`src/rtl/wb_host_pkg.sv`:
```
// Shared definitions for the Wishbone host master.
// Contents: parameter defaults, the controller state enum, the response
// status codes, and a helper that sizes the timeout counter.
package wb_host_pkg;

  localparam int DEF_DATA_W  = 128;
  localparam int DEF_ADR_W   = 5;
  localparam int DEF_TIMEOUT = 16;

  typedef enum logic [1:0] {
    IDLE = 2'd0,
    BUS  = 2'd1,
    RESP = 2'd2
  } state_t;

  localparam logic [1:0] STATUS_OK      = 2'b00;
  localparam logic [1:0] STATUS_ERROR   = 2'b01;
  localparam logic [1:0] STATUS_TIMEOUT = 2'b10;

  // Counter width that can hold TIMEOUT-1. A minimum of one bit is kept
  // so that a degenerate TIMEOUT of 1 still elaborates.
  function automatic int cnt_width(input int timeout);
    return (timeout > 1) ? $clog2(timeout) : 1;
  endfunction

endpackage

```
`src/rtl/wb_timeout_counter.sv`:
```
// Bus-cycle watchdog counter.
// Ports:
//   clock  - rising-edge clock
//   reset  - asynchronous active-low reset
//   clear  - synchronous clear to 0 (has priority over enable)
//   enable - count up by one per cycle
//   tc     - terminal count: the count equals TIMEOUT-1
module wb_timeout_counter
  import wb_host_pkg::*;
#(
  parameter int TIMEOUT = DEF_TIMEOUT
) (
  input  logic clock,
  input  logic reset,
  input  logic clear,
  input  logic enable,
  output logic tc
);

  localparam int CNT_W = cnt_width(TIMEOUT);

  logic [CNT_W-1:0] count;

  always_ff @(posedge clock or negedge reset) begin
    if (!reset) begin
      count <= '0;
    end else if (clear) begin
      count <= '0;
    end else if (enable) begin
      count <= count + CNT_W'(1);
    end
  end

  assign tc = (count == CNT_W'(TIMEOUT - 1));

endmodule

```
`src/rtl/wb_host_master.sv`:
```
// Single-transaction Wishbone host master.
// A host request is latched into the Wishbone outputs. The bus cycle runs
// until the slave signals error or ack, or until the watchdog expires. The
// result is then offered on the response port until the host takes it.
// Ports:
//   clock, reset                       - clock; asynchronous active-low reset
//   req_valid/req_ready/req_we/req_adr/req_data - host request channel
//   strobe_o/we_o/adr_o/wb_data_o      - Wishbone master outputs
//   wb_data_i/ack_i/error_i            - Wishbone slave returns
//   rsp_valid/rsp_ready/rsp_data/rsp_status     - host response channel
//   busy                               - high whenever the state is not IDLE
//
// Handshake rule for both host channels: a transfer happens on a rising
// edge where valid and ready are both 1. A producer holds valid and its
// payload until that edge. The request side is ready only in IDLE. The
// response side keeps rsp_valid and its payload steady until rsp_ready.
module wb_host_master
  import wb_host_pkg::*;
#(
  parameter int DATA_W  = DEF_DATA_W,
  parameter int ADR_W   = DEF_ADR_W,
  parameter int TIMEOUT = DEF_TIMEOUT
) (
  input  logic              clock,
  input  logic              reset,
  input  logic              req_valid,
  output logic              req_ready,
  input  logic              req_we,
  input  logic [ADR_W-1:0]  req_adr,
  input  logic [DATA_W-1:0] req_data,
  output logic              strobe_o,
  output logic              we_o,
  output logic [ADR_W-1:0]  adr_o,
  output logic [DATA_W-1:0] wb_data_o,
  input  logic [DATA_W-1:0] wb_data_i,
  input  logic              ack_i,
  input  logic              error_i,
  output logic              rsp_valid,
  input  logic              rsp_ready,
  output logic [DATA_W-1:0] rsp_data,
  output logic [1:0]        rsp_status,
  output logic              busy
);

  state_t state;
  logic   tc;

  // The counter is held at 0 everywhere except BUS. This means it always
  // enters BUS at 0, and the first BUS cycle is cycle 0.
  wb_timeout_counter #(.TIMEOUT(TIMEOUT)) u_timeout (
    .clock  (clock),
    .reset  (reset),
    .clear  (state != BUS),
    .enable (state == BUS),
    .tc     (tc)
  );

  always_ff @(posedge clock or negedge reset) begin
    if (!reset) begin
      state      <= IDLE;
      req_ready  <= 1'b1;
      strobe_o   <= 1'b0;
      we_o       <= 1'b0;
      adr_o      <= '0;
      wb_data_o  <= '0;
      rsp_valid  <= 1'b0;
      rsp_data   <= '0;
      rsp_status <= STATUS_OK;
      busy       <= 1'b0;
    end else begin
      case (state)
        IDLE: begin
          if (req_valid && req_ready) begin
            state     <= BUS;
            req_ready <= 1'b0;
            busy      <= 1'b1;
            strobe_o  <= 1'b1;
            we_o      <= req_we;
            adr_o     <= req_adr;
            wb_data_o <= req_data;
          end
        end
        BUS: begin
          // Termination priority: error beats ack, and ack beats timeout.
          // This lets an ack on the terminal-count edge still complete OK.
          if (error_i || ack_i || tc) begin
            state     <= RESP;
            strobe_o  <= 1'b0;
            we_o      <= 1'b0;
            rsp_valid <= 1'b1;
            if (error_i) begin
              rsp_status <= STATUS_ERROR;
              rsp_data   <= '0;
            end else if (ack_i) begin
              rsp_status <= STATUS_OK;
              rsp_data   <= we_o ? '0 : wb_data_i;
            end else begin
              rsp_status <= STATUS_TIMEOUT;
              rsp_data   <= '0;
            end
          end
        end
        RESP: begin
          if (rsp_ready) begin
            state     <= IDLE;
            rsp_valid <= 1'b0;
            req_ready <= 1'b1;
            busy      <= 1'b0;
          end
        end
        default: begin
          state     <= IDLE;
          req_ready <= 1'b1;
          strobe_o  <= 1'b0;
          we_o      <= 1'b0;
          rsp_valid <= 1'b0;
          busy      <= 1'b0;
        end
      endcase
    end
  end

endmodule

```
`config.mk`:
```
export PLATFORM = sky130hd
export DESIGN_NAME = wb_host_master
export DESIGN_NICKNAME = d
export VERILOG_FILES = /design/src/rtl/wb_host_pkg.sv /design/src/rtl/wb_timeout_counter.sv /design/src/rtl/wb_host_master.sv
export SDC_FILE = /design/constraint.sdc
export NUM_CORES = 1
export LEC_CHECK = 0
export ABC_AREA = 1
export ABC_CLOCK_PERIOD_IN_PS = 1950
export BUFFER_PORTS_ARGS = -buffer_cell sky130_fd_sc_hd__buf_2
export CAP_MARGIN = 30
export CELL_PAD_IN_SITES_DETAIL_PLACEMENT = 1
export CELL_PAD_IN_SITES_GLOBAL_PLACEMENT = 2
export CORE_AREA = 2 2 211 213
export CTS_BUF_LIST = sky130_fd_sc_hd__clkbuf_4
export DETAILED_ROUTE_END_ITERATION = 10
export DIE_AREA = 0 0 213 215
export PLACE_DENSITY_LB_ADDON = 0.1
export SYNTH_ARGS = -nofsm -noshare
export SYNTH_HDL_FRONTEND = slang
export SYNTH_SLANG_ARGS = --single-unit
```
`constraint.sdc`:
```
create_clock -name clock -period 1.95 [get_ports clock]
set_input_delay 0.195 -clock clock [delete_from_list [all_inputs] [get_ports clock]]
set_output_delay 0.195 -clock clock [all_outputs]
set_load 0.01 [all_outputs]
```
==> out/metrics.yaml, run 1 <==
synthesis:
  synth_nets: 1443
  yosysTopAreaCell: "dfrtp_1"
  synth_area_mm2: 0.0105
  synth.area.top_cells: "dfrtp_1 (65%), nand2_1 (24%), o21ai_0 (6.1%)"
  synth.yosys.seq_area_share_pct: 65.2
  ys_types: 21
  yosysTopAreaCellShare_pct: 64.9
  syn_area_per_cell_um2: 8.96
  ys_ff_latch: 274
  netlist_instances: 1174
  ys_warn_count: 0
drt:
  viasPerCell: 4.17
  drc_errors: 0
  dr_total_vias: 11300
  wirelength_um: 44600
  wire_per_inst_um: 16.5
  drt_iter0_drc: 390
  ant_nets: 0
  drt_pass1_iterations: 4
grt:
  met2_usage_pct: 32.6
  grt_max_degree: 67
  antenna_found_initial: 8
  grt_pass1_wl_um: 69500
  grt_pass1_vias: 12400
  globalRoute.totalOverflow: 0
  grtUsageMet1_pct: 22.0
  track_usage_pct: 19.5
  use_met3_pct: 8.36
  grt_busiest_layer: "met2"
timing:
  fin_ws_ps: 89.6
  setup_tns_ps: 0
  relSlewSlack_pct: 73.2
  slew_violations: 0
  fin_crit_sh_pct: 95.4
  hold_slack_ps: 108
  worst-slew-pin-transition_ps: 402
  hold_viol: 0
  skew_ps: 45.9
  finalCriticalPeriod_ps: 1860
  max_freq_mhz: 538
  finalSetupViolCount: 0
die:
  rows: 77
  fp.dieH_um: 215
  ios: 536
  dieArea_mm2: 0.0458
  die_x_um: 213
  core_area_mm2: 0.0436
  start_util_pct: 24.1
placed_design:
  dp_worst_setup_slack_ps: 172
  portBuffers: 535
  gp_congestion: 0.742
  dp_hpwl_um: 30800
outcome:
  outcome: "finished clean"
hold_path:
  worstHoldPathType: "in -> async"
finish:
  drive_gt1_share_pct: 33.2
  layout.nets: 2317
  layout_common_cells: "nand2_1 (675), buf_2 (534), dlygate4sd3_1 (295)"
  final_common_cell: "nand2_1"
  area_growth_syn_to_layout_pct: 72.1
  fin_util_pct: 41.5
setup_path:
  crit_slowest_cell: "dlygate4sd3_1"
  rrSetupSlack_ps: 90
  reg2reg_depth: 6
  r2r_start: "we_o"
  critPathLaunchType: "register"
  critical-path-max-stage-delay_ps: 560
  critPathKind: "reg -> reg"
  crit_start: "we_o"
  rr_endpoint: "rsp_data[87]"
  critPathCapture: "rsp_data[87]"
  cp_cell_sequence: "nor3b_4 -> buf_4 -> buf_12 -> nand2_1 -> dlygate4sd3_1 -> o21ai_0"
  crit_path_end_kind: "register"
  path_max_fanout: 16
  critical_path_arrival_ps: 2520
  crit_required_ps: 2610
clocking:
  cts_tree: "built"
  clock_latency_ps: 760
  cts_root_buffer: "clkbuf_4"
  cts_buffers: 84
  clkSinkCount: 274
  ctsHtreeMaxLevel: 3
  clkTransAtPathRegs_ps: 60
  cts_buffer_depth: 3
power_and_ir_drop:
  power_mw: 12.2
  irDropWorstVdd_mv: 0.333
  p_per_area_mw_per_mm2: 672
  leakage_nw: 10.0
run:
  cap_violations: 0
## worst min-delay path by stage
stage                     start  cells after the start             to  slack (ps)
after global placement    reset                      1  rsp_data[114]         110
after detailed placement  reset                      1  rsp_data[114]         110
after CTS                 reset                      2      req_ready          40
after global routing      reset                      2      req_ready          20
final                     reset                      3   rsp_data[20]         110
after floorplan           reset                      0       adr_o[0]        -100
## where the power goes
| part | switching [mW] | internal, mW |
|---|---|---|
| logic | 0.394 | 0.635 |
| registers | 0 | 5.69 |
| clock network | 2.55 | 2.90 |
| total | 2.94 | 9.22 |
## final cells by class
type | count | area [um2]
fill | 5297 | 25500
sequential | 274 | 6860
timing repair buffer | 858 | 6120
multi-input combinational | 825 | 3340
clock buffer | 126 | 946
tap | 592 | 741
clock inverter | 14 | 52.6
inverter | 5 | 21.3
antenna | 8 | 20.0
## cell families (layout without fill, tap and decap cells)
kind of cell	after synthesis	after routing	synth area share [%]
DFF	274	274	65.2
other	0	8	0
adders and majority gates	1	1	0.119
buffers and inverters	75	1003	3.26
xor gates and xnor gates	2	2	0.167
AOI/OAI and AO/OA	130	130	6.21
and+or+nand+nor	692	692	25.1
## critical path, delay by kind of cell, from the launching register on
kind	cells	cell delay, ps
buffers and inverters	3	900
DFF	1	450
and+or+nand+nor	2	300
AOI/OAI and AO/OA	1	160
## sequential cells by signal, summed over array words and instances (netlist names)
signal and flops:
req_ready 1, adr_o 5, busy 1, rsp_data 128
strobe_o 1, u_timeout.count 4, rsp_valid 1, rsp_status 2
wb_data_o 128, we_o 1, state 2
## cell usage after synthesis
library cell  number
nand2_1          675
dfrtp_1          273
o21ai_0          129
clkbuf_1          40
buf_2             16
buf_4             11
nand3_1            6
nor2_1             6
inv_1              4
buf_1              3
a21boi_0           1
dfstp_2            1
ha_1               1
inv_2              1
nand2_2            1
nand3b_1           1
nor2_4             1
nor3_4             1
nor3b_1            1
xnor2_1            1
xor2_1             1
## stage by stage
step,instance area [um2],cells
final,18100,2702
after floorplan,10500,1174
after CTS,18000,2692
after global routing,18100,2702
after global placement,14100,2256
after detailed placement,14100,2256
## routing by layer
metal	up-vias	wire length (um)
met5	-	0
met4	0	1330
met3	95	4260
met2	406	21200
met1	5332	17800
li1	5437	-
## timing repair
| item | in CTS | in global routing |
|---|---|---|
| endpoints found under the setup margin | 0 | 5 |
| hold buffers | 296 | 0 |
| gates resized for setup | 0 | 5 |
| hold endpoints to repair | 544 | 0 |
| buffers inserted | 0 | 1 |
Power figures use the tool's default switching activity.
==> run 2: changes to the inputs <==
BUFFER_PORTS_ARGS = not set   (was -buffer_cell sky130_fd_sc_hd__buf_2)
CORE_AREA = 2 2 208 210   (was 2 2 211 213)
DIE_AREA = 0 0 210 212   (was 0 0 213 215)
DONT_BUFFER_PORTS = 1   (was not set)
SLEW_MARGIN = 10   (was not set)
==> run 2 against run 1 <==
  * Routed wire length is 11% lower
  * Critical path type unchanged
  * Die area is 2.8% lower
  * The run now ends with hold timing left
  * Clock skew is 11 ps lower
==> out/metrics.yaml, run 2 (synthesis gave the netlist of run 1 again) <==
finish:
  layout_common_cells: "nand2_1 (675), dlygate4sd3_1 (307), dfrtp_1 (272)"
  final_common_cell: "nand2_1"
  layout.nets: 1795  # -23%
  drive_gt1_share_pct: 10.4  # -23 points
  area_growth_syn_to_layout_pct: 46.6
  top_regs: "rsp_data x128, wb_data_o x128, adr_o x5"
  fin_util_pct: 36.3  # -5.2 points
  fin_cells: 2135  # -21%
setup_path:
  crit_required_ps: 2580  # -30 ps
  critPathCapture: "state[1]"
  crit_start: "u_timeout.count[0]"
  crit_path_end_kind: "register"
  reg2reg_depth: 6  # unchanged
  critical_path_arrival_ps: 2530  # about the same
  critPathLaunchType: "register"
  critPathKind: "reg -> reg"
  rrSetupSlack_ps: 50  # -40 ps
  r2r_start: "u_timeout.count[0]"
  rr_endpoint: "state[1]"
  path_max_fanout: 35  # +19
die:
  rows: 76  # -1.3%
  core_area_mm2: 0.0425  # -2.6%
  fp.dieH_um: 212  # -1.4%
  die_x_um: 210  # -1.4%
  dieArea_mm2: 0.0445  # -2.8%
  start_util_pct: 24.7  # +0.64 points
  ios: 536  # unchanged
clocking:
  clock_latency_ps: 740  # -20 ps
  cts_root_buffer: "clkbuf_4"
  cts_buffers: 85  # +1.2%
  clkSinkCount: 274  # unchanged
  cts_tree: "built"
  clkTransAtPathRegs_ps: 70  # about the same
  hold_buffers: 307  # +3.7%
  cts_buffer_depth: 3  # unchanged
  ctsHtreeMaxLevel: 3  # unchanged
timing:
  finalCriticalPeriod_ps: 1900  # +42.3 ps
  slew_violations: 0  # unchanged
  max_freq_mhz: 526  # -2.2%
  worst-slew-pin-transition_ps: 1190  # +784 ps
  fin_ws_ps: 47.3  # -42.3 ps
  finalSetupViolCount: 0  # unchanged
  skew_ps: 35.2  # -10.7 ps
  rsz0062_at_grt: "yes"
  hold_viol: 274  # +274
  relSlewSlack_pct: 21.0  # -52 points
  hold_slack_ps: -842  # -950 ps
  fin_crit_sh_pct: 97.6  # +2.2 points
  setup_tns_ps: 0  # unchanged
power_and_ir_drop:
  leakage_nw: 7.48  # -25%
  irDropWorstVdd_mv: 0.327  # -1.7%
  power_mw: 11.9  # -2.6%
  p_per_area_mw_per_mm2: 769  # +14%
grt:
  grt_pass1_wl_um: 60900  # -12%
  grt_pass1_vias: 10300  # -17%
  antenna_found_initial: 5  # -3
  track_usage_pct: 17.7  # -1.8 points
  globalRoute.totalOverflow: 0  # unchanged
  grt_max_degree: 275  # +310%
drt:
  wirelength_um: 39800  # -11%
  viasPerCell: 4.36  # +4.6%
  ant_nets: 0  # unchanged
  drc_errors: 0  # unchanged
  wire_per_inst_um: 18.6  # +13%
  drt_pass1_iterations: 4  # unchanged
  drt_iter0_drc: 379  # -2.8%
  dr_total_vias: 9311  # -17%
run:
  cap_violations: 0  # unchanged
placed_design:
  dp.cells: 1676  # -26%
  portBuffers: 0  # -100%
  dp_hpwl_um: 26300  # -14%
  dp_worst_setup_slack_ps: 216  # +44.5 ps
  gp_congestion: 0.740  # -0.16%
outcome:
  violations: "hold timing"
  outcome: "finished with violations"
hold_path:
  worstHoldPathType: "in -> async"
-- run 2: changes by cell type in the layout (fill, tap and decap cells not counted), sizes merged --
cell / change
clkinv: +1
clkbuf: +3
inv: -1
buf: -535
dlygate4sd3: +12
diode: -1
-- run 2: metal layers --
metal  part of all wire [%]  vias to the layer above  global-route usage [%]
li1                       -                     4396                       -
met1                     37                     4471                    19.4
met2                     49                      382                    28.9
met3                     12                       62                    9.63
met4                    2.1                        0                    6.36
met5                      0                        -                       0
-- run 2: worst min path at each step --
stage,startpoint,endpoint,slack [ps],depth (start not counted)
5_1_grt,reset,rsp_data[96],-960,0
3_3_place_gp,reset,rsp_data[96],-90,0
3_5_place_dp,reset,rsp_data[96],-90,0
2_1_floorplan,reset,adr_o[0],-100,0
6_report,reset,rsp_data[127],-840,0
4_1_cts,reset,rsp_data[93],-960,0
-- run 2: metrics by stage --
stage | instance area (um2) | hold WS [ps]
2_1_floorplan | 10500 | -101
3_3_place_gp | 11300 | -94.6
3_5_place_dp | 11300 | -93.0
4_1_cts | 15400 | -956
5_1_grt | 15400 | -963
6_report | 15400 | -842
-- run 2: timing repair --
action,4_1_cts,5_1_grt
endpoints found under the hold margin,544,274
setup endpoints to repair,0,38
gates resized for setup,0,16
setup buffers,0,1
-- run 2: power by group --
group          leakage, nW  total (mW)  switching (mW)  internal (mW)
clock                0.618        5.52            2.55           2.97
sequential            3.82        5.69               0           5.69
combinational         3.04       0.647           0.203          0.444
-- run 2: area by class of cell --
| cell class | instances | area (um2) |
|---|---|---|
| inverters | 5 | 21.3 |
| clock buffers | 129 | 968 |
| fillers | 4950 | 27100 |
| flip-flops and latches | 274 | 6860 |
| well taps | 546 | 683 |
| repair buffers | 335 | 3470 |
| diodes | 7 | 17.5 |
| multi-input cells | 825 | 3340 |
| clock inverters | 14 | 53.8 |
-- run 2: worst max-delay path: stages, from the launching register on --
cell and delay, ps:
dfrtp_1 390, ha_1 230, nand3_1 90, nand2_1 160, nand2_8 290, nand2_1 70, dlygate4sd3_1 560
==> run 3: changes to the inputs <==
--- a/config.mk
+++ b/config.mk
@@ -11,8 +11,8 @@
 export CELL_PAD_IN_SITES_DETAIL_PLACEMENT = 1
 export CELL_PAD_IN_SITES_GLOBAL_PLACEMENT = 2
-export CORE_AREA = 2 2 208 210
+export CORE_AREA = 2 2 209 211
 export CTS_BUF_LIST = sky130_fd_sc_hd__clkbuf_4
 export DETAILED_ROUTE_END_ITERATION = 10
-export DIE_AREA = 0 0 210 212
+export DIE_AREA = 0 0 211 213
 export DONT_BUFFER_PORTS = 1
 export PLACE_DENSITY_LB_ADDON = 0.1
@@ -20,3 +20,4 @@
 export SYNTH_ARGS = -nofsm -noshare
 export SYNTH_HDL_FRONTEND = slang
+export SYNTH_HIERARCHICAL = 1
 export SYNTH_SLANG_ARGS = --single-unit
==> constraint.sdc (replaced) <==
create_clock -name clock -period 1.95 [get_ports clock]
set_input_delay 0.195 -clock clock [delete_from_list [all_inputs] [get_ports clock]]
set_output_delay 0.195 -clock clock [all_outputs]
set_load 0.02 [all_outputs]
==> run 3 against run 2 <==
  * The flow still finishes with violations (hold timing)
  * Flip-flop and latch count stayed put
  * Area after synthesis is 1.5% higher
  * Synthesized cell count is 1.7% higher
  * Design area is 0.87% lower
  * Register-to-register slack better by 90 ps
  * Worst hold slack worse by 7.5 ps
  * Routed wire length is 2.6% higher
  * Clock skew is 1.1 ps higher
  * Power is 0.70% lower
  * Highest routed layer is now met5
==> out/metrics.yaml, run 3 <==
outcome:
  outcome: "finished with violations"
  violations: "hold timing"
setup_path:
  critPathKind: "reg -> reg"
  path_buf_inv: 2  # +1
  critical_path_arrival_ps: 2470  # -60 ps
  critical-path-max-stage-delay_ps: 550  # about the same
  cp_cell_sequence: "nor3_2 -> buf_12 -> nand2_1 -> dlygate4sd3_1 -> o21ai_0"
  crit_path_end_kind: "register"
  critPathLaunchType: "register"
  crit_required_ps: 2600  # +20 ps
  path_max_fanout: 21  # -40%
  crit_family: "buffers and inverters"
  crit_slowest_cell: "dlygate4sd3_1"
timing:
  fin_ws_ps: 134  # +86.4 ps
  hold_viol: 274  # unchanged
  hold_slack_ps: -849  # -7.53 ps
  finalSetupViolCount: 0  # unchanged
  skew_ps: 36.3  # +1.10 ps
  rsz0062_at_grt: "no"
  max_freq_mhz: 551  # +4.8%
  finalCriticalPeriod_ps: 1820  # -86.4 ps
  slew_violations: 0  # unchanged
  fin_crit_sh_pct: 93.1  # -4.4 points
  worst-slew-pin-transition_ps: 619  # -567 ps
  relSlewSlack_pct: 58.7  # +38 points
  setup_tns_ps: 0  # unchanged
synthesis:
  syn_area_per_cell_um2: 8.94  # -0.25%
  ys.flop_type: "dfrtp_1"
  synth_most_common_cell: "nand2_1"
  synth.area.top_cells: "dfrtp_1 (64%), nand2_1 (24%), o21ai_1 (4.7%)"
  yosysTopAreaCellShare_pct: 64.0  # -0.93 points
  yosysTopAreaCell: "dfrtp_1"
  ys_ff_latch: 274  # unchanged
  synth_area_mm2: 0.0107  # +1.5%
  ys_types: 22  # +4.8%
  yosys-top-cells-count: "nand2_1 (683), dfrtp_1 (273), o21ai_1 (100)"
  netlist_instances: 1194  # +1.7%
  ys_warn_count: 6  # +6
  synth_nets: 1463  # +1.4%
  synth.yosys.seq_area_share_pct: 64.3  # -0.93 points
  synth-edff-count: 0  # unchanged
  synth-async-reset-ratio_pct: 100  # unchanged
finish:
  fin_util_pct: 35.8  # -0.48 points
  fin_cells: 2115  # -0.94%
  final_common_cell: "nand2_1"
  top_regs: "rsp_data x128, wb_data_o x128, adr_o x5"
  fillers: 4973  # +0.46%
  layout_common_cells: "nand2_1 (682), dlygate4sd3_1 (307), dfrtp_1 (272)"
  layout.nets: 1804  # +0.50%
  drive_gt1_share_pct: 9.07  # -1.4 points
  area_growth_syn_to_layout_pct: 43.2
power_and_ir_drop:
  leakage_nw: 7.43  # -0.66%
  power_mw: 11.8  # -0.70%
  p_per_area_mw_per_mm2: 770  # +0.17%
  irDropWorstVdd_mv: 0.376  # +15%
grt:
  grt_pass1_vias: 10300  # +0.26%
  grt_pass1_wl_um: 61100  # +0.33%
  globalRoute.totalOverflow: 0  # unchanged
  antenna_found_initial: 5  # unchanged
  grt_max_degree: 275  # unchanged
  track_usage_pct: 17.8  # +0.15 points
clocking:
  cts_tree: "built"
  clkSinkCount: 274  # unchanged
  cts_buffers: 82  # -3.5%
  cts_buffer_depth: 3  # unchanged
  clock_latency_ps: 730  # about the same
  clkTransAtPathRegs_ps: 60  # about the same
  ctsHtreeMaxLevel: 3  # unchanged
  cts_root_buffer: "clkbuf_4"
  hold_buffers: 307  # unchanged
drt:
  drt_pass1_iterations: 4  # unchanged
  wire_per_inst_um: 19.3  # +3.6%
  drt_iter0_drc: 400  # +5.5%
  drc_errors: 0  # unchanged
  dr_total_vias: 9356  # +0.48%
  wirelength_um: 40800  # +2.6%
  viasPerCell: 4.42  # +1.4%
  ant_nets: 0  # unchanged
placed_design:
  gp_congestion: 0.730  # -1.4%
  dp_hpwl_um: 27000  # +2.4%
  portBuffers: 0  # unchanged
  dp.cells: 1689  # +0.78%
  dp_worst_setup_slack_ps: 164  # -51.9 ps
die:
  rows: 76  # unchanged
  start_util_pct: 25.0  # +0.25 points
  fp.dieH_um: 213  # +0.47%
  die_x_um: 211  # +0.48%
  dieArea_mm2: 0.0449  # +0.95%
  core_area_mm2: 0.0427  # +0.45%
  ios: 536  # unchanged
run:
  cap_violations: 0  # unchanged
hold_path:
  worstHoldPathType: "in -> async"
==> run 3: cell count changes after synthesis, moves of 7 or more <==
cell | previous run | this run
inv_1 | 4 | 11
o21ai_0 | 129 | 30
buf_2 | 16 | 24
o21ai_1 | 0 | 100
buf_6 | 0 | 12
clkbuf_1 | 40 | 28
nand2_1 | 675 | 683
==> run 3: power breakdown <==
group | total (mW) | internal [mW] | switching, mW
clock network | 5.44 | 2.99 | 2.45
logic | 0.639 | 0.436 | 0.203
registers | 5.69 | 5.69 | 0
==> run 3: repair_timing <==
| action | CTS | global route |
|---|---|---|
| setup endpoints to repair | 0 | 6 |
| buffers inserted | 0 | 1 |
| resized for setup | 0 | 1 |
| hold endpoints to repair | 544 | 274 |
==> run 3: worst register-to-register path, cell delays in order, from the launching register on <==
cell and delay, ps:
dfrtp_2 480, nor3_2 250, buf_12 210, nand2_1 70
dlygate4sd3_1 550, o21ai_0 170
==> run 3: final timing paths <==
kind	from	endpoint	slack [ps]	cells after the start
min in group clock	req_data[44]	wb_data_o[44]	120	3
setup reg to reg	we_o	rsp_data[121]	130	5
hold / removal	reset	rsp_data[100]	-850	0
hold reg to reg	u_timeout/count[1]	u_timeout/count[1]	510	2
setup / recovery	we_o	rsp_data[121]	130	5
max in group asynchronous	reset	wb_data_o[99]	2230	0
==> run 3: layer usage <==
metal	share of wire, %	vias up	track usage, %
met5	0.027	-	0
met1	38	4463	19.6
met3	12	73	9.27
li1	-	4414	-
met4	2.9	2	7.77
met2	47	404	28.8
==> run 3: logic make-up after synthesis <==
kind of cell             after synthesis  share of synthesized area [%]
adder cells (fa/ha/maj)                1                          0.117
flip-flops                           274                           64.3
AO/OA/AOI/OAI                        135                           6.38
buffers and inverters                 84                           4.29
AND/OR/NAND/NOR                      700                           25.0
==> run 3: metrics by stage <==
step	hold WS, ps	instance area, um2
2_1_floorplan	-101	10700
4_1_cts	-976	15300
5_1_grt	-973	15300
6_report	-849	15300
3_3_place_gp	-94.5	11300
3_5_place_dp	-94.1	11300
==> run 3: layout make-up <==
| cell class | count | area, um2 | share of cell area [%] |
|---|---|---|---|
| antenna | 4 | 10.0 | 0.0655 |
| clock buffer | 107 | 803 | 5.26 |
| clock inverter | 7 | 131 | 0.860 |
| inverter | 13 | 51.3 | 0.336 |
| multi-input combinational | 836 | 3380 | 22.1 |
| sequential | 274 | 6860 | 44.9 |
| tap | 546 | 683 | 4.47 |
| timing repair buffer | 328 | 3370 | 22.0 |
